--- config.mk ---
export PLATFORM = sky130hd
export DESIGN_NAME = mc_cpu_sequencer_flat
export DESIGN_NICKNAME = d
export VERILOG_FILES = /design/src/rtl/mc_seq_pkg.sv /design/src/rtl/mc_cpu_sequencer_if.sv /design/src/rtl/mc_seq_timeout.sv /design/src/rtl/mc_cpu_sequencer.sv /design/src/flat_wrapper.sv
export SDC_FILE = /design/constraint.sdc
export NUM_CORES = 1
export LEC_CHECK = 0
export CORE_ASPECT_RATIO = 0.6
export CORE_MARGIN = 2
export CORE_UTILIZATION = 42
export CTS_CLUSTER_SIZE = 10
export DETAILED_ROUTE_END_ITERATION = 10
export GPL_TIMING_DRIVEN = 1
export PLACE_DENSITY = 0.78
export SLEW_MARGIN = 20
export SYNTH_ARGS = -nofsm -noshare
export SYNTH_HDL_FRONTEND = slang
export SYNTH_SLANG_ARGS = --single-unit
--- constraint.sdc ---
create_clock -name clk_in -period 1.91 [get_ports clk_in]
set_input_delay 0.191 -clock clk_in [delete_from_list [all_inputs] [get_ports clk_in]]
set_output_delay 0.191 -clock clk_in [all_outputs]
set_load 0.02 [all_outputs]
--- src/rtl/mc_seq_pkg.sv ---
// Shared state, fault-code and step constants for the multi-cycle sequencer.
package mc_seq_pkg;

    typedef enum logic [2:0] {
        FETCH  = 3'd0,
        DECODE = 3'd1,
        EXEC   = 3'd2,
        MEM    = 3'd3,
        WB     = 3'd4,
        FAULT  = 3'd7
    } seq_state_e;

    typedef enum logic [1:0] {
        FLT_NONE  = 2'd0,
        FLT_IMEM  = 2'd1,
        FLT_DMEM  = 2'd2,
        FLT_ALIGN = 2'd3
    } fault_code_e;

    localparam int unsigned INSTR_STEP = 4;

endpackage

--- src/rtl/mc_cpu_sequencer_if.sv ---
// Instruction/data memory req-ack bundle between the sequencer (master) and memories (slave).
interface mc_cpu_sequencer_if #(
    parameter int unsigned XLEN = 32
);
    logic            imem_req;
    logic [XLEN-1:0] imem_addr;
    logic            imem_ack;
    logic [31:0]     imem_rdata;
    logic            dmem_req;
    logic            dmem_we;
    logic            dmem_ack;

    modport master (
        output imem_req, imem_addr, dmem_req, dmem_we,
        input  imem_ack, imem_rdata, dmem_ack
    );

    modport slave (
        input  imem_req, imem_addr, dmem_req, dmem_we,
        output imem_ack, imem_rdata, dmem_ack
    );
endinterface

--- src/rtl/mc_seq_timeout.sv ---
// Request watchdog: counts un-acked request cycles; MEM_TIMEOUT=0 disables expiry.
module mc_seq_timeout #(
    parameter int unsigned MEM_TIMEOUT = 15
) (
    input  logic clk_i,
    input  logic rst_ni,
    input  logic clear_i,
    input  logic active_i,
    input  logic ack_i,
    output logic expired_o
);
    localparam int unsigned CW = (MEM_TIMEOUT > 1) ? $clog2(MEM_TIMEOUT) : 1;

    logic [CW-1:0] cnt_q, cnt_d;

    always_comb begin
        cnt_d = cnt_q;
        if (clear_i) begin
            cnt_d = '0;
        end else if (active_i && !ack_i) begin
            cnt_d = cnt_q + 1'b1;
        end
    end

    always_ff @(posedge clk_i or negedge rst_ni) begin
        if (!rst_ni) begin
            cnt_q <= '0;
        end else begin
            cnt_q <= cnt_d;
        end
    end

    // Expires in the request cycle that would be the MEM_TIMEOUT-th without ack; a same-cycle ack wins.
    generate
        if (MEM_TIMEOUT == 0) begin : g_off
            assign expired_o = 1'b0;
        end else begin : g_on
            assign expired_o = active_i && !ack_i && (cnt_q == CW'(MEM_TIMEOUT - 1));
        end
    endgenerate
endmodule

--- src/rtl/mc_cpu_sequencer.sv ---
// Multi-cycle FETCH/DECODE/EXEC/MEM/WB control sequencer owning PC and IR.
// Optional SEQ_PERF_EN adds cycle_cnt / instret_cnt performance counters.
module mc_cpu_sequencer
    import mc_seq_pkg::*;
#(
    parameter int unsigned     XLEN        = 32,
    parameter logic [XLEN-1:0] RESET_PC    = XLEN'(32'h0040_0000),
    parameter int unsigned     MEM_TIMEOUT = 15
) (
    input  logic               clk_in,
    input  logic               reset,
    mc_cpu_sequencer_if.master mem,
    input  logic               dec_is_load,
    input  logic               dec_is_store,
    input  logic               dec_is_jump,
    input  logic               dec_is_branch,
    input  logic               dec_wb,
    input  logic               branch_taken,
    input  logic [XLEN-1:0]    branch_target,
    input  logic [XLEN-1:0]    jump_target,
    output logic [XLEN-1:0]    pc,
    output logic [31:0]        ir,
    output logic               rf_we,
    output logic [2:0]         state,
    output logic               fault,
    output logic [1:0]         fault_code
`ifdef SEQ_PERF_EN
    ,
    output logic [31:0]        cycle_cnt,
    output logic [31:0]        instret_cnt
`endif
);
    seq_state_e      state_q, state_d;
    fault_code_e     code_q, code_d;
    logic [XLEN-1:0] pc_q, pc_d, npc_q, npc_d;
    logic [31:0]     ir_q, ir_d;
    logic            run_q;
    logic            commit;
    logic            tmo_active, tmo_ack, tmo_clear, tmo_expired;

    // run_q holds requests off until the first edge after reset release.
    assign tmo_active = run_q && ((state_q == FETCH) || (state_q == MEM));
    assign tmo_ack    = (state_q == FETCH) ? mem.imem_ack : mem.dmem_ack;
    assign tmo_clear  = (state_d != state_q);

    mc_seq_timeout #(
        .MEM_TIMEOUT(MEM_TIMEOUT)
    ) u_timeout (
        .clk_i    (clk_in),
        .rst_ni   (reset),
        .clear_i  (tmo_clear),
        .active_i (tmo_active),
        .ack_i    (tmo_ack),
        .expired_o(tmo_expired)
    );

    always_comb begin
        state_d = state_q;
        code_d  = code_q;
        pc_d    = pc_q;
        npc_d   = npc_q;
        ir_d    = ir_q;
        commit  = 1'b0;
        case (state_q)
            FETCH: begin
                if (run_q) begin
                    if (mem.imem_ack) begin
                        ir_d    = mem.imem_rdata;
                        state_d = DECODE;
                    end else if (tmo_expired) begin
                        code_d  = FLT_IMEM;
                        state_d = FAULT;
                    end
                end
            end
            DECODE: state_d = EXEC;
            EXEC: begin
                if (dec_is_jump) begin
                    npc_d = jump_target;
                end else if (dec_is_branch && branch_taken) begin
                    npc_d = branch_target;
                end else begin
                    npc_d = pc_q + XLEN'(INSTR_STEP);
                end
                if (npc_d[1:0] != 2'b00) begin
                    code_d  = FLT_ALIGN;
                    state_d = FAULT;
                end else if (dec_is_load || dec_is_store) begin
                    state_d = MEM;
                end else if (dec_wb) begin
                    state_d = WB;
                end else begin
                    commit  = 1'b1;
                    state_d = FETCH;
                end
            end
            MEM: begin
                if (mem.dmem_ack) begin
                    if (dec_is_store) begin
                        commit  = 1'b1;
                        state_d = FETCH;
                    end else begin
                        state_d = WB;
                    end
                end else if (tmo_expired) begin
                    code_d  = FLT_DMEM;
                    state_d = FAULT;
                end
            end
            WB: begin
                commit  = 1'b1;
                state_d = FETCH;
            end
            FAULT:   state_d = FAULT;
            default: state_d = FAULT;
        endcase
        if (commit) begin
            pc_d = npc_d;
        end
    end

    always_ff @(posedge clk_in or negedge reset) begin
        if (!reset) begin
            state_q <= FETCH;
            code_q  <= FLT_NONE;
            pc_q    <= RESET_PC;
            npc_q   <= RESET_PC;
            ir_q    <= '0;
            run_q   <= 1'b0;
        end else begin
            state_q <= state_d;
            code_q  <= code_d;
            pc_q    <= pc_d;
            npc_q   <= npc_d;
            ir_q    <= ir_d;
            run_q   <= 1'b1;
        end
    end

    assign mem.imem_req  = run_q && (state_q == FETCH);
    assign mem.imem_addr = pc_q;
    assign mem.dmem_req  = (state_q == MEM);
    assign mem.dmem_we   = (state_q == MEM) && dec_is_store;
    assign pc            = pc_q;
    assign ir            = ir_q;
    assign rf_we         = (state_q == WB);
    assign state         = state_q;
    assign fault         = (state_q == FAULT);
    assign fault_code    = code_q;

`ifdef SEQ_PERF_EN
    logic [31:0] cycle_q, instret_q;

    always_ff @(posedge clk_in or negedge reset) begin
        if (!reset) begin
            cycle_q   <= '0;
            instret_q <= '0;
        end else begin
            if (state_q != FAULT) begin
                cycle_q <= cycle_q + 32'd1;
            end
            if (commit) begin
                instret_q <= instret_q + 32'd1;
            end
        end
    end

    assign cycle_cnt   = cycle_q;
    assign instret_cnt = instret_q;
`endif
endmodule

--- src/flat_wrapper.sv ---
// flat-port wrapper written by rule: the top's interface ports become plain ports
module mc_cpu_sequencer_flat import mc_seq_pkg::*;
#(
    parameter int unsigned     XLEN        = 32,
    parameter logic [XLEN-1:0] RESET_PC    = XLEN'(32'h0040_0000),
    parameter int unsigned     MEM_TIMEOUT = 15
)
  (clk_in, reset, dec_is_load, dec_is_store, dec_is_jump, dec_is_branch, dec_wb, branch_taken, branch_target, jump_target, pc, ir, rf_we, state, fault, fault_code, mem_imem_req, mem_imem_addr, mem_dmem_req, mem_dmem_we, mem_imem_ack, mem_imem_rdata, mem_dmem_ack);
  mc_cpu_sequencer_if #(.XLEN(XLEN)) mem_i ();
  input  logic clk_in;
  input  logic reset;
  input  logic dec_is_load;
  input  logic dec_is_store;
  input  logic dec_is_jump;
  input  logic dec_is_branch;
  input  logic dec_wb;
  input  logic branch_taken;
  input  logic [XLEN-1:0] branch_target;
  input  logic [XLEN-1:0] jump_target;
  output logic [XLEN-1:0] pc;
  output logic [31:0] ir;
  output logic rf_we;
  output logic [2:0] state;
  output logic fault;
  output logic [1:0] fault_code;
  output wire logic [$bits(mem_i.imem_req)-1:0] mem_imem_req;
  output wire logic [$bits(mem_i.imem_addr)-1:0] mem_imem_addr;
  output wire logic [$bits(mem_i.dmem_req)-1:0] mem_dmem_req;
  output wire logic [$bits(mem_i.dmem_we)-1:0] mem_dmem_we;
  input wire logic [$bits(mem_i.imem_ack)-1:0] mem_imem_ack;
  input wire logic [$bits(mem_i.imem_rdata)-1:0] mem_imem_rdata;
  input wire logic [$bits(mem_i.dmem_ack)-1:0] mem_dmem_ack;
  assign mem_imem_req = mem_i.imem_req;
  assign mem_imem_addr = mem_i.imem_addr;
  assign mem_dmem_req = mem_i.dmem_req;
  assign mem_dmem_we = mem_i.dmem_we;
  assign mem_i.imem_ack = mem_imem_ack;
  assign mem_i.imem_rdata = mem_imem_rdata;
  assign mem_i.dmem_ack = mem_dmem_ack;
  mc_cpu_sequencer #(.XLEN(XLEN), .RESET_PC(RESET_PC), .MEM_TIMEOUT(MEM_TIMEOUT)) u_core (.clk_in(clk_in), .reset(reset), .mem(mem_i), .dec_is_load(dec_is_load), .dec_is_store(dec_is_store), .dec_is_jump(dec_is_jump), .dec_is_branch(dec_is_branch), .dec_wb(dec_wb), .branch_taken(branch_taken), .branch_target(branch_target), .jump_target(jump_target), .pc(pc), .ir(ir), .rf_we(rf_we), .state(state), .fault(fault), .fault_code(fault_code));
endmodule
# Yosys cells after proc, flatten, opt, wreduce, memory -nomap -nowiden
# Index checks and enable logic that the tools add are counted.
[classes]
n_addsub = 2
n_eq_ne = 13
muxes = 29
n_reduce_logical = 15
[ops]
columns = ["op", "n"]
rows = [
  ["$mux W32", 4],
  ["$add A32 B3 Y32 const B", 1],
  ["$mux W3", 8],
  ["$pmux W3 S5", 1],
  ["$mux W2", 6],
  ["$mux W4", 2],
  ["$ne A2 B1 Y1 const B", 4],
  ["$reduce_and A7 Y1", 1],
  ["$eq A3 B2 Y1 const B", 2],
  ["$eq A3 B3 Y1 const B", 2],
  ["$logic_and A1 B1 Y1", 6],
  ["$mux W1", 6],
  ["$pmux W2 S3", 1],
  ["$add A4 B1 Y4 const B", 1],
  ["$eq A4 B4 Y1 const B", 1],
  ["$ne A2 B2 Y1 const B", 2],
  ["$reduce_bool A2 Y1", 2],
  ["$eq A3 B1 Y1 const B", 1],
  ["$logic_not A3 Y1", 1],
  ["$ne A3 B3 Y1", 1],
  ["$pmux W1 S3", 1],
  ["$reduce_and A3 Y1", 1],
  ["$reduce_bool A3 Y1", 1],
  ["$logic_or A1 B1 Y1", 2],
  ["$logic_not A1 Y1", 1],
]
[word_totals]
ff_bits = 106
in_bits = 106
output_inout_bits = 106
wordCells = 66

# Longest topological paths before layout
# Gate-level depths: netlist (run 1).
[depth]
depth_word = 11
mapped_depth = 9
ltp_nobuf = 7

# By module
# From an unflattened synthesis (run 1), not the netlist that was laid out.
[hier_totals]
hier_cells = 595
hier_area_um2 = 6045.8
[modules_own_cells]
columns = ["module", "n_inst", "cells_per_inst", "area_each_um2", "seq_area_each_um2"]
rows = [
  ["mc_cpu_sequencer", 1, 574, 5815.6, 2555.0],
  ["mc_seq_timeout", 1, 21, 230.2, 100.1],
]

# Worst setup path before layout (run 1)
# Ideal clock, no wire load.
[synth_timing]
path_kind = "register -> register"
startpoint = "register u_core.state_q[2], in the netlist u_core.state[2]"
endpoint = "register u_core.pc_q[11], in the netlist u_core.mem.imem_addr[11]"
setup_time_ns = 0.128
t_arrival_ns = 2.246
required_ns = 1.782
setup_slack_ns = -0.464
path_stages_with_launch = 8
n_path_buf = 2
period_less_slack_ns = 2.374
path_cell_list = "dfrtp_1 -> buf_2 -> inv_1 -> nor3_1 -> a21oi_1 -> nand2_2 -> buf_4 -> mux2_1"
[synth_between]
elab_chain_len = 2
elab_cells_between_ends = 5
classes_between = "eq/ne (3); mux (2)"
[synth_rtl]
columns = ["element", "line_no", "rtl"]
rows = [
  ["from (decl)", "mc_cpu_sequencer.sv:33", "seq_state_e state_q, state_d;"],
  ["from (signal assigned)", "mc_cpu_sequencer.sv:131", "state_q <= state_d;"],
  ["$eq A3 B3 Y1", "-", ""],
  ["named net rf_we", "flat_wrapper.sv:22", "output logic rf_we;"],
  ["$pmux W1 S3", "mc_cpu_sequencer.sv:64", "case (state_q)"],
  ["to (signal assigned)", "mc_cpu_sequencer.sv:133", "pc_q <= pc_d;"],
  ["to (decl)", "mc_cpu_sequencer.sv:35", "logic [XLEN-1:0] pc_q, pc_d, npc_q, npc_d;"],
]
# The timed path passes the listed nets, and every way through them passes these cells.
# A chain may end at the register's enable or synchronous reset.

# Final worst setup path (run 1)
[layout_timing]
startpoint = "register u_core.state_q[0], in the netlist u_core.state[0]"
endpoint = "register u_core.pc_q[30], in the netlist u_core.mem.imem_addr[30]"
[layout_between]
elab_chain_len = 2
elab_cells_between_ends = 5
classes_between = "eq/ne (3); mux (2)"
[layout_rtl]
columns = ["element", "line_no"]
rows = [
  ["$eq A3 B3 Y1 or $eq A3 B2 Y1 (tied branches)", "mc_cpu_sequencer.sv:64"],
  ["$pmux W1 S3 or $mux W32 (tied branches)", "mc_cpu_sequencer.sv:64"],
]
# Several ways; a longest one is shown, not always the timed one.

==> out/qor.csv, run 1 <==
stage;metric;value;unit
placement;numPortBuffers;211;
layout;multi_input_area;3543;um2
synth;yosysTopAreaCellShare;41.65;%
synth;synth_seq_cells;106;
placement;dp_hpwl;15790;um
global_route;grt_usage;26.14;%
setup_path;path_max_fanout;16;
setup_path;r2r-start;u_core.state[0]$_DFF_PN0_;
synth;synth_adder_area_share;0.6007;%
timing;layout_min_cycle_time;1.991;ns
layout;layout.nets;1019;
timing;max_slew.worst_pin.slew;0.5681;ns
floorplan;ios;212;
placement;placed_cell_area;9196;um2
power;combPwrFrac;36.8;%
global_route;grt_max_degree;39;
cts;cts_htree_levels;3;
synth;synth_top_family_by_area;compound AO/OA/AOI/OAI gates;
detailed_routing;via_count;6384;
global_route;grt_overflow;0;
timing;maxSlewHeadroom;62.13;%
detailed_routing;ant_nets;0;
detailed_routing;via_per_inst;5.736;
timing;hold_viol_final;0;
setup_path;arrival;2.27;ns
detailed_routing;drc;0;
synth;synth_area;6248;um2
layout;final_area;10040;um2
synth;synthSimpleGateAreaFrac;17.18;%
layout;stdcell_count;1113;
synth;ys.flop_type;dfrtp_1;
setup_path;cp-end-kind;flip-flop;
layout;antenna_cells;0;
synth;synth-edff-count;0;
timing;tns;-0.1992;ns
synth;synthArstFlopShare;100.0;%
cts;numCtsBuffers;9;
synth;synth_cell_type_count;79;
timing;worst_slack;-0.08061;ns
synth;synth-seq-area-share;42.49;%
floorplan;rows;34;
setup_path;reg2reg_to;u_core.mem.imem_addr[30]$_DFFE_PN0P_;
floorplan;die_h;98.48;um
cts;clock_sinks;106;
layout;area_growth;60.71;%
synth;synth_compound_area_share;19.46;%
cts;clock_latency;0.36;ns
timing;fin_crit_sh;104.2;%
layout;final_util;69.23;%
floorplan;core;14510;um2
min_path;hold_path.class;input pin to asynchronous set/reset pin;
global_route;grt_antenna_before_repair;0;
setup_path;startpoint;u_core.state[0]$_DFF_PN0_;
layout;ff_latch_area;2666;um2
synth;synth.area.top_cells;dfrtp_1 42%, mux2_2 7.6%, buf_4 4.1%;
power;power.switching;2.514;mW
synth;syn_nets;747;
detailed_routing;wirelength;22590;um
cts;path_clk_slew;0.08;ns
power;p_int;4.982;mW
floorplan;dieArea;15900;um2
cts;clockBufferDepth;2;
timing;rsz0062_at_grt;yes;
run_status;status;finished with violations;
setup_path;crit_type;flip-flop to flip-flop;
placement;dp_cells;1084;
run_status;violations;setup timing;
detailed_routing;post_drt_wl_per_cell;20.29;um
setup_path;endpoint;u_core.mem.imem_addr[30]$_DFFE_PN0P_;
setup_path;r2r_slack;-0.08;ns
synth;avgSynthCellArea;9.794;um2
floorplan;start_util;43.07;%
synth;synth.most_common_cell;dfrtp_1;
detailed_routing;drt_iter0_drc;475;
timing;setup_viol;7;
synth;synth.top_cells.by_count;104 x dfrtp_1, 49 x nand2_1, 42 x mux2_2, 34 x a21oi_1, 34 x buf_4;
global_route;grt_pass1_wl;33020;um
layout;fillers;1012;
power;leakagePower;4.360;nW
synth;synthXorXnorAreaFrac;3.644;%
setup_path;critPathLaunchType;flip-flop;
synth;yosysTopAreaCell;dfrtp_1;
cts;tritoncts;built;
cts;clockRootBuffer;clkbuf_16;
synth;muxShareOfSynthArea;8.730;%
detailed_routing;first_pass_iters;6;
placement;dp_slack;-0.2901;ns
setup_path;rr_worst_depth;6;
power;peakVddDrop;0.5046;mV
power;power.clock.fraction;26.4;%
timing;max_freq;0.5024;GHz
power;p_seq_share;36.8;%
global_route;grt_pass1_vias;6286;
power;p_total;7.497;mW
placement;finalWeightedCongestion;0.9251;
synth;yosys_warnings;0;
setup_path;critPathRequiredTime;2.19;ns
timing;slew_violations;0;
run;cap_violations;0;
timing;hold_ws;0.3706;ns
power;p_per_area;746.5;nW/um2
floorplan;die_w;161.5;um
layout;drive_gt1_share;29.51;%
synth;syn_inst;638;
timing;skew;0.01239;ns
power;swShare;33.54;%
-- sequential cells by signal (all words and copies together) (netlist names) --
register / flops
u_core.u_timeout.cnt_q: 4
u_core.npc_q: 32
u_core.state: 3
u_core.run_q: 1
u_core.ir: 32
u_core.mem.imem_addr: 32
u_core.fault_code: 2
-- power by group through the flow --
stage | Sequential (mW) | Clock, mW | Combinational [mW]
2_1_floorplan | 3.06 | 0 | 1.06
3_3_place_gp | 2.77 | 0 | 2.53
3_5_place_dp | 2.78 | 0 | 2.60
4_1_cts | 2.74 | 2.01 | 2.62
5_1_grt | 2.79 | 2.09 | 2.91
6_report | 2.76 | 1.98 | 2.76
-- area by class of cell --
type | count | share of cell area, %
Multi-Input combinational cell | 447 | 35.29
Inverter | 14 | 0.5233
Sequential cell | 106 | 26.55
Clock inverter | 7 | 0.9345
Tap cell | 198 | 2.467
Timing Repair Buffer | 332 | 32.00
Clock buffer | 9 | 2.243
-- worst min path at each step --
| stage | to | slack, ns | cells past startpoint |
|---|---|---|---|
| 2_1_floorplan | u_core.fault_code[0]$_DFFE_PN0P_ | -0.10 | 0 |
| 3_3_place_gp | u_core.npc_q[27]$_DFF_PN0_ | 0.22 | 1 |
| 3_5_place_dp | u_core.npc_q[27]$_DFF_PN0_ | 0.21 | 1 |
| 4_1_cts | u_core.mem.imem_addr[27]$_DFFE_PN0P_ | 0.38 | 2 |
| 5_1_grt | u_core.mem.imem_addr[27]$_DFFE_PN0P_ | 0.41 | 2 |
| 6_report | u_core.mem.imem_addr[27]$_DFFE_PN0P_ | 0.37 | 2 |
-- layer usage --
layer  global-route usage [%]  wire length, um  up-vias
li1                         -                -     2851
met1                    34.35             9363     3123
met2                    43.06            10620      364
met3                    6.145             2136       46
met4                    8.516              461        0
met5                        0                0        -
-- cell families (layout without fill, tap and decap cells) --
kind of cell | Yosys count | count (layout)
buffers and inverters | 87 | 362
xor gates and xnor gates | 26 | 26
muxes | 49 | 49
adders and majority gates | 3 | 3
and+or+nand+nor | 193 | 195
other | 1 | 1
AOI/OAI and AO/OA | 173 | 173
DFF | 106 | 106
-- cell usage in the layout, fill, tap and decap left out, types with 10 or more instances in the layout --
cell type        instances
nand2b_1                13
nand4_1                 11
clkbuf_16               11
mux2_4                  10
mux2_2                  34
nand3_1                 26
dfrtp_1                 95
nor2_1                  31
buf_4                   99
xor2_1                  15
inv_1                   14
clkdlybuf4s50_1        204
xnor2_1                 10
a21oi_1                 23
o31ai_1                 10
nand2_1                 47
and3_1                  10
buf_12                  11
o21ai_0                 22
-- worst max-delay path, cell delays in order (launching register included) --
cell	delay (ns)
dfrtp_1	0.43
or3b_4	0.46
buf_12	0.18
a221oi_1	0.35
a21oi_1	0.13
a31oi_1	0.18
a2bb2oi_1	0.17
-- what timing repair did --
action | in CTS | in global routing
hold buffers | 1 | 0
hold endpoints to repair | 33 | 0
endpoints found under the setup margin | 19 | 38
gates cloned | 0 | 4
resized for setup | 16 | 76
pin swaps | 1 | 25
setup buffers | 0 | 8
Note: power is estimated with default switching activity, not from simulation.
==> run 2, diff against run 1 <==
--- a/config.mk
+++ b/config.mk
@@ -11,7 +11,7 @@
 export CTS_CLUSTER_SIZE = 10
 export DETAILED_ROUTE_END_ITERATION = 10
 export GPL_TIMING_DRIVEN = 1
-export PLACE_DENSITY = 0.78
+export PLACE_DENSITY_LB_ADDON = 0.25
 export SLEW_MARGIN = 20
 export SYNTH_ARGS = -nofsm -noshare
 export SYNTH_HDL_FRONTEND = slang
==> out/qor.csv, run 2 (synthesized netlist as in run 1, its figures left out) <==
stage;metric;value;unit;change
timing;hold_ws;0.3636;ns;was 0.3706 ns
layout;final_cell_mix;204 x clkdlybuf4s50_1, 110 x buf_4, 95 x dfrtp_1;;was 204 x clkdlybuf4s50_1, 99 x buf_4, 95 x dfrtp_1
floorplan;dieArea;15900;um2;unchanged
timing;tns;-0.05636;ns;was -0.1992 ns
run_status;status;finished with violations;;unchanged
timing;worst_slack;-0.04776;ns;was -0.08061 ns
run_status;violations;setup timing;;unchanged
layout;area_growth;58.35;%;was 60.71%
power;p_per_area;734.5;nW/um2;was 746.5 nW/um2
timing;fin_crit_sh;102.5;%;was 104.2%
layout;drive_gt1_share;28.46;%;was 29.51%
cts;clock_latency;0.35;ns;was 0.36 ns
power;leakagePower;4.323;nW;was 4.360 nW
layout;final_util;68.21;%;was 69.23%
power;swShare;33.64;%;was 33.54%
global_route;grt_pass1_vias;6181;;was 6286
run;cap_violations;0;;unchanged
global_route;grt_use_met1;35.00;%;was 34.35%
layout;multi_input_area;3442;um2;was 3543 um2
power;p_seq_share;37.9;%;was 36.8%
global_route;busiest_layer;met2;;unchanged
global_route;met2_usage;42.27;%;was 43.06%
setup_path;crit_type;flip-flop to flip-flop;;unchanged
global_route;grt_usage;25.76;%;was 26.14%
floorplan;die_w;161.5;um;unchanged
power;peakVddDrop;0.5057;mV;was 0.5046 mV
cts;tritoncts;built;;unchanged
setup_path;rr_worst_depth;7;;was 6
placement;dp_slack;-0.2403;ns;was -0.2901 ns
timing;setup_viol;2;;was 7
timing;hold_viol_final;0;;unchanged
global_route;grt_max_degree;39;;unchanged
layout;antenna_cells;0;;unchanged
layout;fillers;1117;;was 1012
layout;final_common_cell;clkdlybuf4s50_1;;unchanged
floorplan;start_util;43.07;%;unchanged
cts;clockRootBuffer;clkbuf_16;;unchanged
timing;maxSlewHeadroom;64.78;%;was 62.13%
detailed_routing;first_pass_iters;5;;was 6
setup_path;r2r_slack;-0.05;ns;was -0.08 ns
global_route;grt_antenna_before_repair;0;;unchanged
cts;numCtsBuffers;9;;unchanged
floorplan;die_h;98.48;um;unchanged
layout;stdcell_count;1115;;was 1113
floorplan;core;14510;um2;unchanged
detailed_routing;post_drt_wl_per_cell;19.21;um;was 20.29 um
global_route;grt_use_met3;5.850;%;was 6.145%
cts;clockBufferDepth;2;;unchanged
timing;slew_violations;0;;unchanged
timing;layout_min_cycle_time;1.958;ns;was 1.991 ns
setup_path;endpoint;u_core.mem.imem_addr[13]$_DFFE_PN0P_;;was u_core.mem.imem_addr[30]$_DFFE_PN0P_
detailed_routing;wirelength;21410;um;was 22590 um
detailed_routing;via_count;6243;;was 6384
floorplan;rows;34;;unchanged
detailed_routing;via_per_inst;5.599;;was 5.736
detailed_routing;drt_iter0_drc;421;;was 475
setup_path;startpoint;u_core.state[2]$_DFF_PN0_;;was u_core.state[0]$_DFF_PN0_
global_route;grt_pass1_wl;32640;um;was 33020 um
power;power.switching;2.445;mW;was 2.514 mW
floorplan;ios;212;;unchanged
timing;rsz0062_at_grt;yes;;unchanged
setup_path;reg2reg_to;u_core.mem.imem_addr[13]$_DFFE_PN0P_;;was u_core.mem.imem_addr[30]$_DFFE_PN0P_
detailed_routing;ant_nets;0;;unchanged
setup_path;path_max_fanout;15;;was 16
placement;dp_hpwl;15080;um;was 15790 um
setup_path;arrival;2.25;ns;was 2.27 ns
placement;dp_cells;1075;;was 1084
setup_path;critPathRequiredTime;2.20;ns;was 2.19 ns
layout;ff_latch_area;2666;um2;unchanged
cts;cts_htree_levels;3;;unchanged
global_route;grt_overflow;0;;unchanged
timing;max_slew.worst_pin.slew;0.5283;ns;was 0.5681 ns
setup_path;cp-end-kind;flip-flop;;unchanged
setup_path;crit_path_cell_trace;or3b_4, buf_12, buf_4, a221oi_2, a21oi_1, a41oi_2, o22a_1;;was or3b_4, buf_12, a221oi_1, a21oi_1, a31oi_1, a2bb2oi_1
power;combPwrFrac;36.7;%;was 36.8%
setup_path;r2r-start;u_core.state[2]$_DFF_PN0_;;was u_core.state[0]$_DFF_PN0_
cts;path_clk_slew;0.08;ns;about the same
timing;max_freq;0.5108;GHz;was 0.5024 GHz
power;power.clock.fraction;25.4;%;was 26.4%
cts;clock_sinks;106;;unchanged
setup_path;max_stage_delay;0.46;ns;about the same
power;p_int;4.823;mW;was 4.982 mW
setup_path;slowest_stage;or3b_4;;unchanged
min_path;hold_path.class;input pin to asynchronous set/reset pin;;unchanged
placement;numPortBuffers;211;;unchanged
placement;finalWeightedCongestion;0.9011;;was 0.9251
layout;layout.nets;1021;;was 1019
timing;skew;0.008638;ns;was 0.01239 ns
detailed_routing;drc;0;;unchanged
setup_path;critPathLaunchType;flip-flop;;unchanged
-- run 2: cell type report --
class / instances / area share, %
tap: 198 / 2.504
timing repair buffer: 335 / 32.33
multi-input combinational: 446 / 34.79
clock buffer: 10 / 2.415
sequential: 106 / 26.95
inverter: 14 / 0.5311
clock inverter: 6 / 0.4805
-- run 2: timing repair --
action / CTS / global route
gates cloned: 1 / 3
pin swaps: 5 / 16
setup buffers: 3 / 16
hold endpoints to repair: 35 / 0
setup endpoints to repair: 32 / 40
gates resized for setup: 18 / 47
hold buffers: 1 / 0
-- run 2: how the worst min path moves through the flow --
stage / endpoint / slack, ns / cells past startpoint
2_1_floorplan: u_core.fault_code[0]$_DFFE_PN0P_ / -0.10 / 0
3_3_place_gp: u_core.state[2]$_DFF_PN0_ / 0.21 / 1
3_5_place_dp: u_core.state[2]$_DFF_PN0_ / 0.20 / 1
4_1_cts: u_core.state[2]$_DFF_PN0_ / 0.39 / 2
5_1_grt: u_core.state[2]$_DFF_PN0_ / 0.40 / 2
6_report: u_core.state[1]$_DFF_PN0_ / 0.36 / 2
-- run 2: stage by stage --
step / instance area [um2] / power, mW
CTS: 9514 / 7.197
detailed placement: 9104 / 5.344
floorplan: 6362 / 4.117
global route: 9894 / 7.566
global placement: 9104 / 5.280
finish: 9894 / 7.267
-- run 2: power by group through the flow --
stage / clock (mW) / sequential [mW] / combinational, mW
after detailed placement: 0 / 2.78 / 2.56
after floorplan: 0 / 3.06 / 1.06
final: 1.84 / 2.76 / 2.67
after CTS: 1.86 / 2.74 / 2.60
after global placement: 0 / 2.77 / 2.51
after global routing: 1.96 / 2.78 / 2.83
-- run 2: worst max-delay path: cells and delay by family (launching register included) --
kind,cells,cell delay (ns)
AOI/OAI and AO/OA,4,0.71
buffers and inverters,2,0.35
DFF,1,0.38
and+or+nand+nor,1,0.46
-- run 2: per-layer routing --
metal  up-vias  wire, um  part of all wire (%)
met4         0       311                   1.5
li1       2867         -                     -
met5         -         0                     0
met3        34      1783                   8.3
met1      3034      9325                    44
met2       308      9993                    47
